==> src/rtl/mul_pkg.sv <==
// mul_pkg: shared widths, pipeline stage records and partial-product helper
// for the shared multiplier front end.
package mul_pkg;
    localparam int NREQ_D = 4;
    localparam int W_D = 4;
    localparam int DEPTH_D = 4;
    localparam int IDW_D = $clog2(NREQ_D);

    typedef struct packed {
        logic valid;
        logic [IDW_D-1:0] id;
        logic [W_D-1:0] a;
        logic [W_D-1:0] b;
    } s0_t;

    typedef struct packed {
        logic valid;
        logic [IDW_D-1:0] id;
        logic [2*W_D-1:0] w5;
        logic [2*W_D-1:0] w6;
    } s1_t;

    function automatic logic [2*W_D-1:0] pp(input logic [W_D-1:0] a, input logic [W_D-1:0] b, input int k);
        return b[k] ? ({{W_D{1'b0}}, a} << k) : '0;
    endfunction
endpackage

==> src/rtl/mul_addtree_pipe.sv <==
// mul_addtree_pipe: two-register add-tree multiplier (operands -> partial
// sums -> product), carrying the requester id alongside each stage.
module mul_addtree_pipe
    import mul_pkg::*;
(
    input  logic             clk,
    input  logic             rst,
    input  logic             valid,
    input  logic [IDW_D-1:0] id,
    input  logic [W_D-1:0]   a,
    input  logic [W_D-1:0]   b,
    output logic             s0_valid,
    output logic             s1_valid,
    output logic             sum_valid,
    output logic [IDW_D-1:0] sum_id,
    output logic [2*W_D-1:0] sum
);
    s0_t s0;
    s1_t s1;
    logic [2*W_D-1:0] w5, w6;

    // Low half of the partial products feeds w5, high half feeds w6.
    always_comb begin
        w5 = '0;
        w6 = '0;
        for (int k = 0; k < W_D; k++)
            if (k < W_D / 2) w5 = w5 + pp(s0.a, s0.b, k);
            else w6 = w6 + pp(s0.a, s0.b, k);
    end

    always_ff @(posedge clk) begin
        if (rst) begin
            s0 <= '0;
            s1 <= '0;
        end else begin
            s0 <= '{valid: valid, id: id, a: a, b: b};
            s1 <= '{valid: s0.valid, id: s0.id, w5: w5, w6: w6};
        end
    end

    assign s0_valid = s0.valid;
    assign s1_valid = s1.valid;
    assign sum_valid = s1.valid;
    assign sum_id = s1.id;
    assign sum = s1.w5 + s1.w6;
endmodule

==> src/rtl/mul_share_arb.sv <==
// mul_share_arb: round-robin arbiter sharing one pipelined multiplier, with a
// credit-guarded response FIFO. MUL_ARB_STATS_EN adds stat_stall_cnt.
module mul_share_arb
    import mul_pkg::*;
#(
    parameter int NREQ = NREQ_D,
    parameter int W = W_D,
    parameter int DEPTH = DEPTH_D
) (
    input  logic                    clk,
    input  logic                    rst,
    input  logic [NREQ-1:0]         req_valid,
    output logic [NREQ-1:0]         req_ready,
    input  logic [NREQ*W-1:0]       req_a,
    input  logic [NREQ*W-1:0]       req_b,
    output logic                    rsp_valid,
    input  logic                    rsp_ready,
    output logic [$clog2(NREQ)-1:0] rsp_id,
    output logic [2*W-1:0]          rsp_prod
`ifdef MUL_ARB_STATS_EN
    ,
    output logic [15:0]             stat_stall_cnt
`endif
);
    localparam int IDW = $clog2(NREQ);
    localparam int AW = $clog2(DEPTH);

    logic [IDW-1:0] rr_ptr, g, sum_id;
    logic found, credit, xfer, push, pop, s0_valid, s1_valid;
    logic [W-1:0] op_a, op_b;
    logic [2*W-1:0] sum;
    logic [AW:0] count;
    logic [AW-1:0] wr_ptr, rd_ptr;
    logic [IDW-1:0] mem_id [DEPTH];
    logic [2*W-1:0] mem_prod [DEPTH];

    // In-flight stages hold a FIFO slot in advance, so a push never finds it full.
    assign credit = int'(count) + int'(s0_valid) + int'(s1_valid) < DEPTH;

    // Walk downward so the nearest valid index at/after rr_ptr wins last.
    always_comb begin
        found = 1'b0;
        g = rr_ptr;
        for (int i = NREQ - 1; i >= 0; i--)
            if (req_valid[(int'(rr_ptr) + i) % NREQ]) begin
                found = 1'b1;
                g = IDW'((int'(rr_ptr) + i) % NREQ);
            end
    end

    assign xfer = found && credit;
    assign req_ready = xfer ? {{(NREQ-1){1'b0}}, 1'b1} << g : '0;
    assign op_a = req_a[g*W +: W];
    assign op_b = req_b[g*W +: W];
    assign pop = rsp_valid && rsp_ready;
    assign rsp_valid = count != '0;
    assign rsp_id = mem_id[rd_ptr];
    assign rsp_prod = mem_prod[rd_ptr];

    mul_addtree_pipe u_pipe (
        .clk       (clk),
        .rst       (rst),
        .valid     (xfer),
        .id        (g),
        .a         (op_a),
        .b         (op_b),
        .s0_valid  (s0_valid),
        .s1_valid  (s1_valid),
        .sum_valid (push),
        .sum_id    (sum_id),
        .sum       (sum)
    );

    always_ff @(posedge clk) begin
        if (rst) begin
            rr_ptr <= '0;
            count <= '0;
            wr_ptr <= '0;
            rd_ptr <= '0;
            for (int i = 0; i < DEPTH; i++) begin
                mem_id[i] <= '0;
                mem_prod[i] <= '0;
            end
        end else begin
            if (xfer) rr_ptr <= (int'(g) == NREQ - 1) ? '0 : g + IDW'(1);
            if (push) begin
                assert (count != (AW+1)'(DEPTH));
                mem_id[wr_ptr] <= sum_id;
                mem_prod[wr_ptr] <= sum;
                wr_ptr <= wr_ptr + AW'(1);
            end
            if (pop) rd_ptr <= rd_ptr + AW'(1);
            count <= count + (AW+1)'(push) - (AW+1)'(pop);
        end
    end

`ifdef MUL_ARB_STATS_EN
    always_ff @(posedge clk) begin
        if (rst) stat_stall_cnt <= '0;
        else if (|req_valid && !credit && stat_stall_cnt != 16'hFFFF) stat_stall_cnt <= stat_stall_cnt + 16'd1;
    end
`endif
endmodule

==> config.mk <==
export PLATFORM = sky130hd
export DESIGN_NAME = mul_share_arb
export DESIGN_NICKNAME = d
export VERILOG_FILES = /design/src/rtl/mul_pkg.sv /design/src/rtl/mul_addtree_pipe.sv /design/src/rtl/mul_share_arb.sv
export SDC_FILE = /design/constraint.sdc
export NUM_CORES = 1
export LEC_CHECK = 0
export ABC_AREA = 1
export BUFFER_PORTS_ARGS = -buffer_cell sky130_fd_sc_hd__buf_2
export CELL_PAD_IN_SITES_DETAIL_PLACEMENT = 1
export CELL_PAD_IN_SITES_GLOBAL_PLACEMENT = 1
export CORE_MARGIN = 2
export CORE_UTILIZATION = 34
export CTS_CLUSTER_DIAMETER = 60
export DETAILED_ROUTE_END_ITERATION = 8
export PLACE_DENSITY = 0.68
export SLEW_MARGIN = 10
export SYNTH_ARGS = -nofsm -noshare
export SYNTH_HDL_FRONTEND = slang
export SYNTH_SLANG_ARGS = --single-unit
==> constraint.sdc <==
create_clock -name clk -period 1.9 [get_ports clk]
set_input_delay 0.38 -clock clk [delete_from_list [all_inputs] [get_ports clk]]
set_output_delay 0.38 -clock clk [all_outputs]
set_load 0.02 [all_outputs]
== Word level (Yosys, flattened, before mapping) ==
Memories as Yosys holds them, arrays and structs flattened. A register that Yosys moved wholly into a read port is not among the register bits.
Cells that the tools add are included.
Storage, ports and cells
  bits in registers: 39
  memory bits (writable): 40
  output and inout bits: 15
  word-level logic and storage cells: 87
  memories: 2
Cells by class
  add/sub/neg operators: 13
  order comparisons: 5
  equality and inequality tests: 1
  shifts and indexed selects: 3
  mux-type cells: 40
  bitwise gates (word level): 3
  reductions and logical operators: 8
Memories
  mem_prod: depth 4, bits a word 8, rd ports 1, clocked after Yosys merged registers in 1, wr ports 4, RTL line mul_share_arb.sv:35  | logic [2*W-1:0] mem_prod [DEPTH];
  mem_id: depth 4, bits a word 2, rd ports 1, clocked after Yosys merged registers in 1, wr ports 4, RTL line mul_share_arb.sv:34  | logic [IDW-1:0] mem_id [DEPTH];
Operators with widths (count)
  16-bit by 5-bit indexed part select with 4-bit output: 2
  8-bit adder: 3
  2-bit two-way mux: 12
  1-bit two-way mux: 18
  3-bit by 4-bit less-than comparator with 1-bit output (second input constant): 3
  2-bit by 1-bit adder with 2-bit output (second input constant): 4
  1-bit binary-select mux with 2-bit select: 4
  4-bit two-way mux: 2
  8-bit two-way mux: 1
  2-bit OR reduction: 4
  8-bit OR reduction: 1
  7-bit two-way mux: 1
  6-bit two-way mux: 1
  4-bit by 1-bit adder with 5-bit output: 1
  5-bit by 3-bit less-than comparator with 1-bit output (second input constant): 1
  5-bit two-way mux: 1
  2-bit adder (second input constant): 2
  3-bit by 1-bit adder with 4-bit output: 1
  1-bit by 2-bit << shifter with 4-bit output (first input constant): 1
  3-bit by 1-bit adder with 3-bit output: 1
  1-bit bitwise AND (first input constant): 3
  2-bit by 3-bit less-than comparator with 1-bit output (second input constant): 1
  3-bit nonzero test: 1
  3-bit by 1-bit subtractor with 3-bit output: 1
  other kinds (2): 3

== Depth between registers and ports, before layout ==
Gate-level depths: netlist of the first run.
  depth in word-level cells: 12
  depth in mapped cells: 16
  gate-level depth less buffers: 14

== Modules after synthesis ==
Synthesis of the first run repeated with hierarchy kept, for this count alone.
Second synthesis, totals
  cell total of the unflattened synthesis: 541
  area total of the unflattened synthesis: 4154.0 um^2
By module, submodules not included
  mul_share_arb: instances 1, cells an instance 379, area each 2919.0 um^2
  mul_addtree_pipe: instances 1, cells an instance 162, area each 1234.9 um^2

== Worst setup path before layout of the first run ==
OpenSTA, ideal clock, no wires.
  path type: register to output
  start point: reg rr_ptr[0]
  end point: out req_ready[3]
  data arrival time: 1.726 ns
  slack: -0.206 ns
  stages on the path, launching flop included: 15
  cell sequence: dfxtp_1 buf_6 inv_8 nand2_2 nand2_1 nand2_2 nand2_1 inv_2 nand2_4 nand3_2 nand2_4 nand2_2 buf_4 inv_2 nor3_1
Between the ends
  word-level cells in the longest chain between the ends: 10
  elaborated cells on any way between the ends: 25
RTL lines
  from (decl): RTL line mul_share_arb.sv:28  | logic [IDW-1:0] rr_ptr, g, sum_id;
  from (signal assigned): RTL line mul_share_arb.sv:85  | if (xfer) rr_ptr <= (int'(g) == NREQ - 1) ? '0 : g + IDW'(1);
  2-bit adder: RTL line mul_share_arb.sv:45, mul_share_arb.sv:47
  1-bit binary-select mux with 2-bit select: RTL line mul_share_arb.sv:45  | if (req_valid[(int'(rr_ptr) + i) % NREQ]) begin
  1-bit two-way mux (not written as such) (2 in series): RTL line mul_share_arb.sv:45
  2-bit two-way mux or 1-bit two-way mux (tied branches) (4 in series): RTL line mul_share_arb.sv:45
  1-bit by 2-bit << shifter with 4-bit output or 1-bit logical AND (tied branches): RTL line mul_share_arb.sv:52, mul_share_arb.sv:51
  4-bit two-way mux (*): RTL line mul_share_arb.sv:52  | assign req_ready = xfer ? {{(NREQ-1){1'b0}}, 1'b1} << g : '0;
  to (decl): RTL line mul_share_arb.sv:13  | output logic [NREQ-1:0] req_ready,
Every way passes the cells marked *; elsewhere a longest branch is shown, timed or not. The select of a mux whose other input is x is not followed.

== Final worst setup path of the first run ==
Same ends and word-level chain as after synthesis.

==> impl_metrics.env, run 1 <==
export IMPL_netlist_top_cells_area="sky130_fd_sc_hd__edfxtp_1, sky130_fd_sc_hd__dfxtp_1, sky130_fd_sc_hd__nand2_1"
export IMPL_insertedDiodeCount=0
export IMPL_synth_cells=500
export IMPL_power_density_cell_area_nw_per_um2=1530
export IMPL_leakagePower_nw=2.45
export IMPL_grt_antenna_before_repair=0
export IMPL_worstPathArrival_ns=1.91
export IMPL_tritoncts_sinks=77
export IMPL_critPathCaptureType="output pin"
export IMPL_top_level_ports=54
export IMPL_violations="negative setup slack"
export IMPL_asyncSetResetFlopFracSynth=0
export IMPL_critPathSlowestCell="sky130_fd_sc_hd__dfxtp_4"
export IMPL_yosys_warnings=0
export IMPL_required_ns=1.52
export IMPL_timing_final_crit_period_ns=2.29
export IMPL_dieHeight_um=113
export IMPL_design_die_area_um2=12700
export IMPL_synth_top_family_by_area="simple AND/OR/NAND/NOR gates"
export IMPL_grt_met1_usage=0.200
export IMPL_timing_worst_setup_path_type="flip-flop to output pin"
export IMPL_worst_ir_drop_vdd_mv=1.04
export IMPL_dpl_cell_count=709
export IMPL_fin_crit_sh=1.20
export IMPL_totalPowerFinal_mw=8.19
export IMPL_postSynthAreaPerCell_um2=8.01
export IMPL_numCtsBuffers=9
export IMPL_core_footprint_um2=11500
export IMPL_number_of_enable_type_register_cells_in_the_synthesized_netlist=40
export IMPL_timing_worst_slew_pin_value_ns=0.577
export IMPL_die_x_um=113
export IMPL_post_synthesis_cell_area_um2=4010
export IMPL_synth_compound_area_frac=0.0831
export IMPL_yosys_area_top_type="sky130_fd_sc_hd__edfxtp_1"
export IMPL_tritoncts="yes"
export IMPL_max_slew_margin_vs_limit=0.614
export IMPL_cts_path_max_buffers=2
export IMPL_synthesis_to_finish_area_growth_pct=33.6
export IMPL_crit_chain="inv_8 > nand2_2 > nand2_4 > nand2_2 > nand2_2 > inv_2 > nand2_4 > nand3_4 > nand2_4 > nand2_8 > inv_2 > nor3_4 > buf_6"
export IMPL_routed_via_count=3505
export IMPL_finalNetCount=640
export IMPL_timing_max_transition_violations_final=0
export IMPL_finalClockSkew_ns=0.00774
export IMPL_dp_hpwl_mm=7.54
export IMPL_grt_start_max_net_pins=26
export IMPL_ys_ff_latch=77
export IMPL_fillerInstances=1364
export IMPL_drt_drc_violations_left=0
export IMPL_path_delay_family="simple AND/OR/NAND/NOR gates"
export IMPL_grt_pass1_vias=3863
export IMPL_htree_levels=3
export IMPL_antenna_violating_nets_post_route=0
export IMPL_worst_path_largest_cell_delay_ns=0.43
export IMPL_grt_setup_unrepaired="yes"
export IMPL_synth_sequential_area_ratio=0.485
export IMPL_pre_cts_setup_slack_ns=-0.162
export IMPL_post_synthesis_share_of_cell_area_spent_on_and_or_nand_and_nor_gates=0.259
export IMPL_postLayoutSetupSlackWorst_ns=-0.386
export IMPL_routedWlPerCell_um=14.7
export IMPL_grt_first_pass_wirelength_mm=17.6
export IMPL_source_to_sink_clock_delay_at_the_later_pin_of_the_worst_skew_pair_ns=0.33
export IMPL_wl_mm=10.7
export IMPL_synth_distinct_cells=32
export IMPL_path_buf_inv=4
export IMPL_grt_total_usage=0.172
export IMPL_worst_hold_path_type="input port to flip-flop"
export IMPL_grt_ovfl_total=0
export IMPL_synth_xor_area_share=0.00437
export IMPL_utilization=0.466
export IMPL_post_synth_top_area_fraction=0.300
export IMPL_use_met3=0.0308
export IMPL_critPathMaxFanout=8
export IMPL_place_port_buffers=53
export IMPL_floorplan_initialDensity=0.349
export IMPL_place_congestion=0.820
export IMPL_synth_mux_area_frac=0
export IMPL_timing_fmax_mhz=437
export IMPL_timing_critical_path_from_type="flip-flop"
export IMPL_final_layout_size_suffix_gt1_frac=0.320
export IMPL_cts_reportedPaths_clkPinSlew_ns=0.06
export IMPL_gr_max_usage_layer="met2"
export IMPL_outcome="complete, but fails checks"
export IMPL_maxCapViolations=0
export IMPL_gr_usage_met2=0.325
export IMPL_drtIter0Drc=171
export IMPL_clock_tree_root_cell="sky130_fd_sc_hd__clkbuf_16"
export IMPL_stdcell_count=731
export IMPL_drt_vias_per_instance=4.79
export IMPL_final_setup_viol_count=5
export IMPL_hold_viol=0
export IMPL_drtPass1Iterations=5
export IMPL_synthesis_nets=557
export IMPL_synth_ff_type="sky130_fd_sc_hd__edfxtp_1"
export IMPL_synth_adder_area_share=0.0637
export IMPL_std_cell_rows=39
[worst paths after layout]
check	slack [ns]	end	from	depth (start not counted)
worst max-delay path	-0.39	req_ready[3]	rr_ptr[0]	13
worst min-delay path	0.39	u_pipe.s0[7]	req_a[7]	5
worst max register to register	0	count[1]	count[0]	11
worst min register to register	0.40	u_pipe.sum_id[0]	u_pipe.s0[8]	2
[worst register-to-register path: stages, from the launching register on]
cell and delay [ns]:
sky130_fd_sc_hd__dfxtp_2 0.33, sky130_fd_sc_hd__buf_4 0.13, sky130_fd_sc_hd__nor2_1 0.09, sky130_fd_sc_hd__nand2_1 0.08, sky130_fd_sc_hd__nand2_2 0.08, sky130_fd_sc_hd__inv_2 0.05, sky130_fd_sc_hd__ha_4 0.21, sky130_fd_sc_hd__inv_2 0.04
sky130_fd_sc_hd__ha_2 0.16, sky130_fd_sc_hd__inv_2 0.04, sky130_fd_sc_hd__fa_2 0.52, sky130_fd_sc_hd__nor2_1 0.05
[Yosys cell counts, types with 2 or more instances]
master and number:
sky130_fd_sc_hd__nand2_1 92, sky130_fd_sc_hd__nor2_1 82, sky130_fd_sc_hd__inv_1 77, sky130_fd_sc_hd__edfxtp_1 40, sky130_fd_sc_hd__dfxtp_1 37, sky130_fd_sc_hd__nand3_1 37
sky130_fd_sc_hd__o21ai_0 31, sky130_fd_sc_hd__a21oi_1 17, sky130_fd_sc_hd__ha_1 14, sky130_fd_sc_hd__clkbuf_1 12, sky130_fd_sc_hd__nor3_1 11, sky130_fd_sc_hd__o22ai_1 10
sky130_fd_sc_hd__nand2_2 7, sky130_fd_sc_hd__inv_2 5, sky130_fd_sc_hd__fa_1 4, sky130_fd_sc_hd__buf_2 3, sky130_fd_sc_hd__buf_4 2, sky130_fd_sc_hd__buf_6 2
sky130_fd_sc_hd__nand2_4 2, sky130_fd_sc_hd__nand3_2 2, sky130_fd_sc_hd__o21bai_1 2
[layer usage]
| metal | up-vias | share of wire |
|---|---|---|
| met5 | - | 0 |
| met4 | 0 | 0.012 |
| met3 | 11 | 0.037 |
| met2 | 79 | 0.53 |
| met1 | 1658 | 0.42 |
| li1 | 1757 | - |
[cell families (layout without fill, tap and decap cells)]
logic type / count (synthesis) / after routing
AOI/OAI and AO/OA: 62 / 62
xor gates and xnor gates: 2 / 2
adders and majority gates: 18 / 18
DFF: 77 / 77
buffers and inverters: 103 / 191
and+or+nand+nor: 238 / 238
[registers in the layout, summed over array words and instances (netlist names), named ones only]
name / count
mem_prod: 32
u_pipe.s1: 12
u_pipe.s0: 10
mem_id: 8
count: 3
rd_ptr: 2
rr_ptr: 2
u_pipe.sum_id: 2
wr_ptr: 2
u_pipe.s0_valid: 1
u_pipe.s1_valid: 1
[where the power goes]
part	internal, mW	total [mW]	switching (mW)	leakage (nW)
Clock	1.29	1.99	0.702	0.166
Combinational	1.60	3.93	2.33	1.57
Sequential	2.03	2.27	0.240	0.722
[layout make-up]
type	instances	area, µm²	share of cell area
well taps	143	179	0.0335
inverters	84	330	0.0618
clock buffers	9	225	0.0421
repair buffers	91	611	0.114
flip-flops and latches	77	1960	0.366
clock inverters	7	121	0.0227
multi-input cells	320	1930	0.360
[stage by stage]
stage,TNS [ns],hold WS (ns),area [µm²]
2_1_floorplan,-0.174,0.388,4030
3_3_place_gp,-0.248,0.392,4630
3_5_place_dp,-0.486,0.396,4630
4_1_cts,-1.43,0.385,5090
5_1_grt,-2.36,0.402,5350
6_report,-1.37,0.388,5350
[what timing repair did]
item	CTS	global route
hold buffers	0	0
cloned	0	1
endpoints found under the setup margin	20	58
pin swaps	16	29
gates resized for setup	33	63
setup buffers	2	6
[cells in the final DEF, fill, tap and decap left out, types with 9 or more instances in the layout]
cell type / Yosys / layout
sky130_fd_sc_hd__nand2_1: 92 / 74
sky130_fd_sc_hd__ha_1: 14 / 9
sky130_fd_sc_hd__inv_2: 5 / 12
sky130_fd_sc_hd__edfxtp_1: 40 / 40
sky130_fd_sc_hd__nor3_1: 11 / 9
sky130_fd_sc_hd__o22ai_1: 10 / 10
sky130_fd_sc_hd__a21oi_1: 17 / 15
sky130_fd_sc_hd__dfxtp_1: 37 / 29
sky130_fd_sc_hd__nor2_1: 82 / 75
sky130_fd_sc_hd__nand2_2: 7 / 17
sky130_fd_sc_hd__inv_1: 77 / 69
sky130_fd_sc_hd__nand3_1: 37 / 29
sky130_fd_sc_hd__nand2_4: 2 / 9
sky130_fd_sc_hd__buf_2: 3 / 48
sky130_fd_sc_hd__clkbuf_16: 0 / 10
sky130_fd_sc_hd__buf_4: 2 / 35
sky130_fd_sc_hd__o21ai_0: 31 / 28
No activity file was read; power rests on OpenSTA's default activity.
==> run 2, diff against run 1 <==
--- a/config.mk
+++ b/config.mk
@@ -11,9 +11,9 @@
 export CELL_PAD_IN_SITES_GLOBAL_PLACEMENT = 1
 export CORE_MARGIN = 2
 export CORE_UTILIZATION = 34
-export CTS_CLUSTER_DIAMETER = 60
 export DETAILED_ROUTE_END_ITERATION = 8
 export PLACE_DENSITY = 0.68
+export SKIP_CTS_REPAIR_TIMING = 1
 export SLEW_MARGIN = 10
 export SYNTH_ARGS = -nofsm -noshare
 export SYNTH_HDL_FRONTEND = slang
==> run 2 against run 1 <==
  * The run still ends with negative setup slack left
  * Clock skew barely moved
  * Die area did not move
  * Register-to-register slack barely moved
  * Power fell by 1.8%
  * Cell area fell by 0.84%
  * Hold slack improved by 0.0069 ns
  * First-iteration DRC count fell by 7.0%
  * Sequential power fell by 2%
  * Clock-buffer cell count did not move
  * Combinational power fell by 3%
  * Global-route usage fell by 0.17 points
  * Critical path depth fell by 2
  * Largest cell class unchanged
==> impl_metrics.env, run 2 (synthesis results as in run 1) <==
export IMPL_outcome="complete, but fails checks"
export IMPL_violations="negative setup slack"
export IMPL_pre_cts_setup_slack_ns=-0.162
export IMPL_worst_hold_path_type="input port to flip-flop"
export IMPL_layout_cell_area_non_filler_um2=5300
export IMPL_dieHeight_um=113
export IMPL_utilization=0.463
export IMPL_placed_cell_area_um2=4630
export IMPL_design_die_area_um2=12700
export IMPL_tritoncts_sinks=77
export IMPL_place_congestion=0.820
export IMPL_hold_viol=0
export IMPL_postLayoutSetupSlackWorst_ns=-0.415
export IMPL_timing_fmax_mhz=432
export IMPL_power_density_cell_area_nw_per_um2=1520
export IMPL_worstRegToRegCells=11
export IMPL_final_layout_size_suffix_gt1_frac=0.300
export IMPL_clock_tree_root_cell="sky130_fd_sc_hd__clkbuf_16"
export IMPL_largest_register_ff_count=32
export IMPL_leakagePower_nw=2.44
export IMPL_place_port_buffers=53
export IMPL_cts_reportedPaths_clkPinSlew_ns=0.06
export IMPL_synthesis_to_finish_area_growth_pct=32.4
export IMPL_required_ns=1.52
export IMPL_source_to_sink_clock_delay_at_the_later_pin_of_the_worst_skew_pair_ns=0.33
export IMPL_timing_final_crit_period_ns=2.32
export IMPL_worst_ir_drop_vdd_mv=0.880
export IMPL_final_setup_viol_count=4
export IMPL_drt_drc_violations_left=0
export IMPL_finalNetCount=639
export IMPL_timing_critical_path_from_type="flip-flop"
export IMPL_most_common_layout_cells="sky130_fd_sc_hd__nand2_1, sky130_fd_sc_hd__nor2_1, sky130_fd_sc_hd__inv_1, sky130_fd_sc_hd__buf_2, sky130_fd_sc_hd__edfxtp_1"
export IMPL_max_slew_margin_vs_limit=0.627
export IMPL_top_level_ports=54
export IMPL_grt_setup_unrepaired="yes"
export IMPL_drtIter0Drc=159
export IMPL_drt_vias_per_instance=4.80
export IMPL_final_common_cell="sky130_fd_sc_hd__nand2_1"
export IMPL_timing_worst_slew_pin_value_ns=0.559
export IMPL_registers_top_by_ff_count="mem_prod"
export IMPL_numCtsBuffers=9
export IMPL_finalClockSkew_ns=0.00777
export IMPL_biggestRegsByFlops="mem_prod: 32 flops, u_pipe.s1: 12 flops, u_pipe.s0: 10 flops"
export IMPL_worstHoldStart="req_a[4]"
export IMPL_core_footprint_um2=11500
export IMPL_htree_levels=3
export IMPL_cts_path_max_buffers=2
export IMPL_grt_ovfl_total=0
export IMPL_die_x_um=113
export IMPL_grt_total_usage=0.171
export IMPL_grt_pass1_vias=3835
export IMPL_timing_reg2reg_setup_slack_ns=0.01
export IMPL_reg2reg_launch_point="count[0]"
export IMPL_grt_start_max_net_pins=26
export IMPL_fin_crit_sh=1.22
export IMPL_grt_antenna_before_repair=0
export IMPL_critical_path_reg2reg_endpoint="count[1]"
export IMPL_fin_worst_hold_slack_ns=0.395
export IMPL_insertedDiodeCount=0
export IMPL_routed_via_count=3503
export IMPL_dp_hpwl_mm=7.54
export IMPL_min_to="u_pipe.s0[4]"
export IMPL_wl_mm=10.5
export IMPL_timing_max_transition_violations_final=0
export IMPL_std_cell_rows=39
export IMPL_drtPass1Iterations=4
export IMPL_routedWlPerCell_um=14.4
export IMPL_grt_first_pass_wirelength_mm=17.5
export IMPL_tritoncts="yes"
export IMPL_critPathMaxFanout=8
export IMPL_hold_depth=5
export IMPL_critPathCaptureType="output pin"
export IMPL_timing_worst_setup_path_type="flip-flop to output pin"
export IMPL_worstPathArrival_ns=1.94
export IMPL_maxCapViolations=0
export IMPL_antenna_violating_nets_post_route=0
export IMPL_floorplan_initialDensity=0.349
[run 2: cell types whose count changed in the layout (fill, tap and decap cells not counted), moves of 2 or more]
cell,delta
sky130_fd_sc_hd__clkinvlp_4,+2
sky130_fd_sc_hd__inv_2,-3
sky130_fd_sc_hd__inv_4,+2
sky130_fd_sc_hd__nand2_1,+4
sky130_fd_sc_hd__nand2_2,-7
sky130_fd_sc_hd__nand2_4,+3
sky130_fd_sc_hd__nand3_1,+3
sky130_fd_sc_hd__nand3_2,-2
[run 2: worst max-delay path, cell delays in order, from the launching register on]
cell and delay, ns:
sky130_fd_sc_hd__dfxtp_2 0.33, sky130_fd_sc_hd__buf_12 0.13, sky130_fd_sc_hd__clkinv_8 0.07, sky130_fd_sc_hd__nand2_2 0.06, sky130_fd_sc_hd__nand3_1 0.14, sky130_fd_sc_hd__nand2_1 0.11
sky130_fd_sc_hd__inv_2 0.11, sky130_fd_sc_hd__nand3_4 0.09, sky130_fd_sc_hd__nand2_4 0.11, sky130_fd_sc_hd__nand2_8 0.08, sky130_fd_sc_hd__nor3_4 0.21, sky130_fd_sc_hd__buf_6 0.14
[run 2: metal layers]
layer / wire length [µm] / global-route usage
met5: 0 / 0
met4: 138 / 0.0455
met3: 385 / 0.0308
met2: 5580 / 0.320
met1: 4410 / 0.200
[run 2: layout make-up]
type | count | area, µm²
fillers | 1361 | 6160
repair buffers | 89 | 579
clock buffers | 9 | 225
clock inverters | 7 | 121
inverters | 84 | 339
well taps | 143 | 179
repair inverters | 1 | 7.51
flip-flops and latches | 77 | 1960
multi-input cells | 320 | 1900
[run 2: worst max-delay path by stage]
stage                    to         start
4_1_cts        req_ready[3]     rr_ptr[0]
6_report       req_ready[0]     rr_ptr[0]
3_3_place_gp   req_ready[2]  req_valid[3]
2_1_floorplan  mem_id[0][0]           rst
3_5_place_dp   req_ready[3]     rr_ptr[0]
5_1_grt        req_ready[0]     rr_ptr[0]
[run 2: per-stage QoR]
step	power, mW	instances	setup TNS, ns
floorplan	4.49	500	-0.174
detailed placement	5.50	709	-0.486
global placement	5.38	709	-0.248
global route	8.60	730	-2.51
CTS	7.52	725	-3.22
finish	8.05	730	-1.62
[run 2: power breakdown]
group	internal, mW	total, mW	switching (mW)	leakage, nW
combinational	1.51	3.83	2.31	1.55
sequential	2.03	2.23	0.206	0.721
clock	1.29	1.99	0.697	0.166
total	4.83	8.05	3.21	2.44
==> run 3, diff against run 2 <==
--- a/config.mk
+++ b/config.mk
@@ -12,9 +12,10 @@
 export CORE_MARGIN = 2
 export CORE_UTILIZATION = 34
 export DETAILED_ROUTE_END_ITERATION = 8
-export PLACE_DENSITY = 0.68
+export PLACE_DENSITY = 0.69
 export SKIP_CTS_REPAIR_TIMING = 1
 export SLEW_MARGIN = 10
 export SYNTH_ARGS = -nofsm -noshare
 export SYNTH_HDL_FRONTEND = slang
+export SYNTH_HIERARCHICAL = 1
 export SYNTH_SLANG_ARGS = --single-unit
==> run 3 against run 2 <==
  * The run still ends with negative setup slack left
  * Global-route usage decreased by 0.13 points
  * Combinational power increased by 21%
  * Setup slack improved by 0.0050 ns
  * Hold slack improved by 0.013 ns
  * Synthesized cell count increased by 8.2%
  * Clock skew decreased by 0.00089 ns
  * Wire length increased by 4.9%
  * Fmax increased by 0.22%
  * Flip-flop and latch count unchanged
  * Sequential share of layout area decreased by 1.2 points
  * Synthesized area increased by 3.7%
  * Via count increased by 2.5%
  * Largest cell class unchanged
==> impl_metrics.env, run 3 <==
export IMPL_outcome="complete, but fails checks"
export IMPL_violations="negative setup slack"
export IMPL_worst_hold_path_type="input port to flip-flop"
export IMPL_layout_cell_area_non_filler_um2=5480
export IMPL_synthesis_nets=598
export IMPL_grt_pass1_vias=3844
export IMPL_hold_viol=0
export IMPL_drtPass1Iterations=5
export IMPL_grt_setup_unrepaired="yes"
export IMPL_registers_top_by_ff_count="mem_prod"
export IMPL_critPathCaptureType="output pin"
export IMPL_dp_hpwl_mm=7.43
export IMPL_insertedDiodeCount=0
export IMPL_worstPathArrival_ns=1.93
export IMPL_core_footprint_um2=12000
export IMPL_synth_ff_type="sky130_fd_sc_hd__edfxtp_1"
export IMPL_floorplan_initialDensity=0.347
export IMPL_power_density_cell_area_nw_per_um2=1590
export IMPL_timing_critical_path_from_type="flip-flop"
export IMPL_asyncSetResetFlopFracSynth=0
export IMPL_switchingPower_mw=3.49
export IMPL_tritoncts="yes"
export IMPL_worst_ir_drop_vdd_mv=1.16
export IMPL_clock_power_share=0.207
export IMPL_routed_via_count=3592
export IMPL_final_layout_size_suffix_gt1_frac=0.287
export IMPL_tritoncts_sinks=77
export IMPL_source_to_sink_clock_delay_at_the_later_pin_of_the_worst_skew_pair_ns=0.33
export IMPL_required_ns=1.52
export IMPL_synth_mux_area_frac=0
export IMPL_worstHoldStart="rst"
export IMPL_most_frequent_cell_after_synthesis="sky130_fd_sc_hd__nand2_1"
export IMPL_drt_vias_per_instance=4.66
export IMPL_timing_reg2reg_setup_slack_ns=-0.08
export IMPL_switching_share=0.401
export IMPL_postLayoutSetupSlackWorst_ns=-0.410
export IMPL_die_x_um=115
export IMPL_grt_total_usage=0.169
export IMPL_synth_top_family_by_area="simple AND/OR/NAND/NOR gates"
export IMPL_synth_xor_area_share=0.00843
export IMPL_place_congestion=0.776
export IMPL_fin_crit_sh=1.22
export IMPL_post_synthesis_share_of_cell_area_spent_on_and_or_nand_and_nor_gates=0.265
export IMPL_grt_start_max_net_pins=26
export IMPL_finalNetCount=676
export IMPL_wl_mm=11.0
export IMPL_cts_path_max_buffers=2
export IMPL_cts_reportedPaths_clkPinSlew_ns=0.06
export IMPL_timing_fmax_mhz=433
export IMPL_synth_compound_area_frac=0.0729
export IMPL_drt_drc_violations_left=0
export IMPL_place_port_buffers=53
export IMPL_synth_top_cells_by_count="sky130_fd_sc_hd__nand2_1, sky130_fd_sc_hd__inv_1, sky130_fd_sc_hd__nor2_1"
export IMPL_antenna_violating_nets_post_route=0
export IMPL_placed_cell_area_um2=4680
export IMPL_finalClockSkew_ns=0.00688
export IMPL_routedWlPerCell_um=14.3
export IMPL_number_of_enable_type_register_cells_in_the_synthesized_netlist=40
export IMPL_p_int_mw=5.21
export IMPL_synthesis_to_finish_area_growth_pct=31.8
export IMPL_largest_register_ff_count=32
export IMPL_clock_tree_root_cell="sky130_fd_sc_hd__clkbuf_16"
export IMPL_ys_ff_latch=77
export IMPL_most_common_layout_cells="sky130_fd_sc_hd__nand2_1, sky130_fd_sc_hd__nor2_1, sky130_fd_sc_hd__inv_1, sky130_fd_sc_hd__buf_2, sky130_fd_sc_hd__edfxtp_1"
export IMPL_timing_worst_slew_pin_value_ns=0.505
export IMPL_synth_adder_area_share=0.0614
export IMPL_leakagePower_nw=2.62
export IMPL_yosys_area_top_type="sky130_fd_sc_hd__edfxtp_1"
export IMPL_timing_max_transition_violations_final=0
export IMPL_grt_antenna_before_repair=0
export IMPL_numCtsBuffers=9
export IMPL_timing_worst_setup_path_type="flip-flop to output pin"
export IMPL_std_cell_rows=40
export IMPL_grt_ovfl_total=0
export IMPL_reg2reg_launch_point="rr_ptr[0]"
export IMPL_pre_cts_setup_slack_ns=-0.128
export IMPL_maxCapViolations=0
export IMPL_timing_final_crit_period_ns=2.31
export IMPL_top_level_ports=54
export IMPL_critPathMaxFanout=5
export IMPL_pwr_share_seq=0.259
export IMPL_max_slew_margin_vs_limit=0.663
export IMPL_yosys_warnings=6
export IMPL_drtIter0Drc=115
export IMPL_synth_distinct_cells=27
export IMPL_synth_sequential_area_ratio=0.467
export IMPL_biggestRegsByFlops="mem_prod: 32 flops, u_pipe/s1: 12 flops, u_pipe/s0: 10 flops"
export IMPL_final_setup_viol_count=11
export IMPL_origin_of_the_worst_setup_path="count[0]"
export IMPL_post_synth_top_area_fraction=0.289
export IMPL_postSynthAreaPerCell_um2=7.68
export IMPL_dieHeight_um=115
export IMPL_htree_levels=3
export IMPL_post_synthesis_cell_area_um2=4150
export IMPL_design_die_area_um2=13100
export IMPL_grt_first_pass_wirelength_mm=17.8
export IMPL_synth_cells=541
export IMPL_netlist_top_cells_area="sky130_fd_sc_hd__edfxtp_1, sky130_fd_sc_hd__dfxtp_1, sky130_fd_sc_hd__nand2_1"
export IMPL_share_comb_of_total_power=0.534
[run 3: cell types whose count changed after synthesis, sizes merged, moves of 5 or more]
cell and delta:
buf +7, nor3 -10, nand2 +19, inv +18
nor2 +13, nand3 -5, nand3b +7
[run 3: final timing paths]
kind,endpoint,cells past startpoint
max,req_ready[2],12
min,wr_ptr[1],4
max reg2reg,u_pipe/s0[4],17
min reg2reg,u_pipe/sum_id[1],2
[run 3: through the flow]
step                      power (mW)  hold WS, ns  setup TNS (ns)  cells   util
after floorplan                 4.56        0.388         -0.0195    541      -
after global placement          5.42        0.397          -0.280    745  0.391
after detailed placement        5.55        0.402          -0.857    745  0.391
after CTS                       7.39        0.396           -3.56    761  0.418
after global routing            9.35        0.441           -3.31    771  0.458
final                           8.70        0.408           -1.73    771  0.458
[run 3: layout make-up]
cell class	instances	area, µm²
tap	147	184
clock inverter	7	90.1
fill	1451	6480
clock buffer	9	225
timing repair buffer	90	676
multi-input combinational	340	1950
sequential	77	1950
inverter	101	394
[run 3: worst max-delay path, cell delays in order (launching register included)]
cell and delay (ns):
sky130_fd_sc_hd__dfxtp_2 0.34, sky130_fd_sc_hd__ha_4 0.27, sky130_fd_sc_hd__nand2_2 0.04, sky130_fd_sc_hd__nand2_2 0.08, sky130_fd_sc_hd__nand2_1 0.06, sky130_fd_sc_hd__nand2_1 0.07, sky130_fd_sc_hd__nand2_2 0.06, sky130_fd_sc_hd__a21oi_4 0.13
sky130_fd_sc_hd__nand2_4 0.11, sky130_fd_sc_hd__nor2_2 0.16, sky130_fd_sc_hd__nand3_2 0.11, sky130_fd_sc_hd__inv_2 0.07, sky130_fd_sc_hd__buf_6 0.11
[run 3: cell families (layout without fill, tap and decap cells)]
logic type	count (synthesis)	in the layout
simple gates	261	261
buf+inv	124	207
flops	77	77
compound gates	57	57
fa+ha+maj	18	18
xor+xnor	4	4
[run 3: metal layers]
metal | share of wire | global-route usage | vias up
met5 | 0 | 0 | -
met4 | 0.019 | 0.0537 | 0
met3 | 0.027 | 0.0212 | 17
met2 | 0.52 | 0.316 | 65
met1 | 0.43 | 0.201 | 1674
li1 | - | - | 1836
[run 3: power groups by stage]
stage	Combinational (mW)	Sequential (mW)	Clock, mW
2_1_floorplan	2.39	2.17	0
4_1_cts	3.33	2.21	1.84
3_5_place_dp	3.31	2.24	0
3_3_place_gp	3.19	2.23	0
5_1_grt	5.14	2.30	1.91
6_report	4.64	2.26	1.80
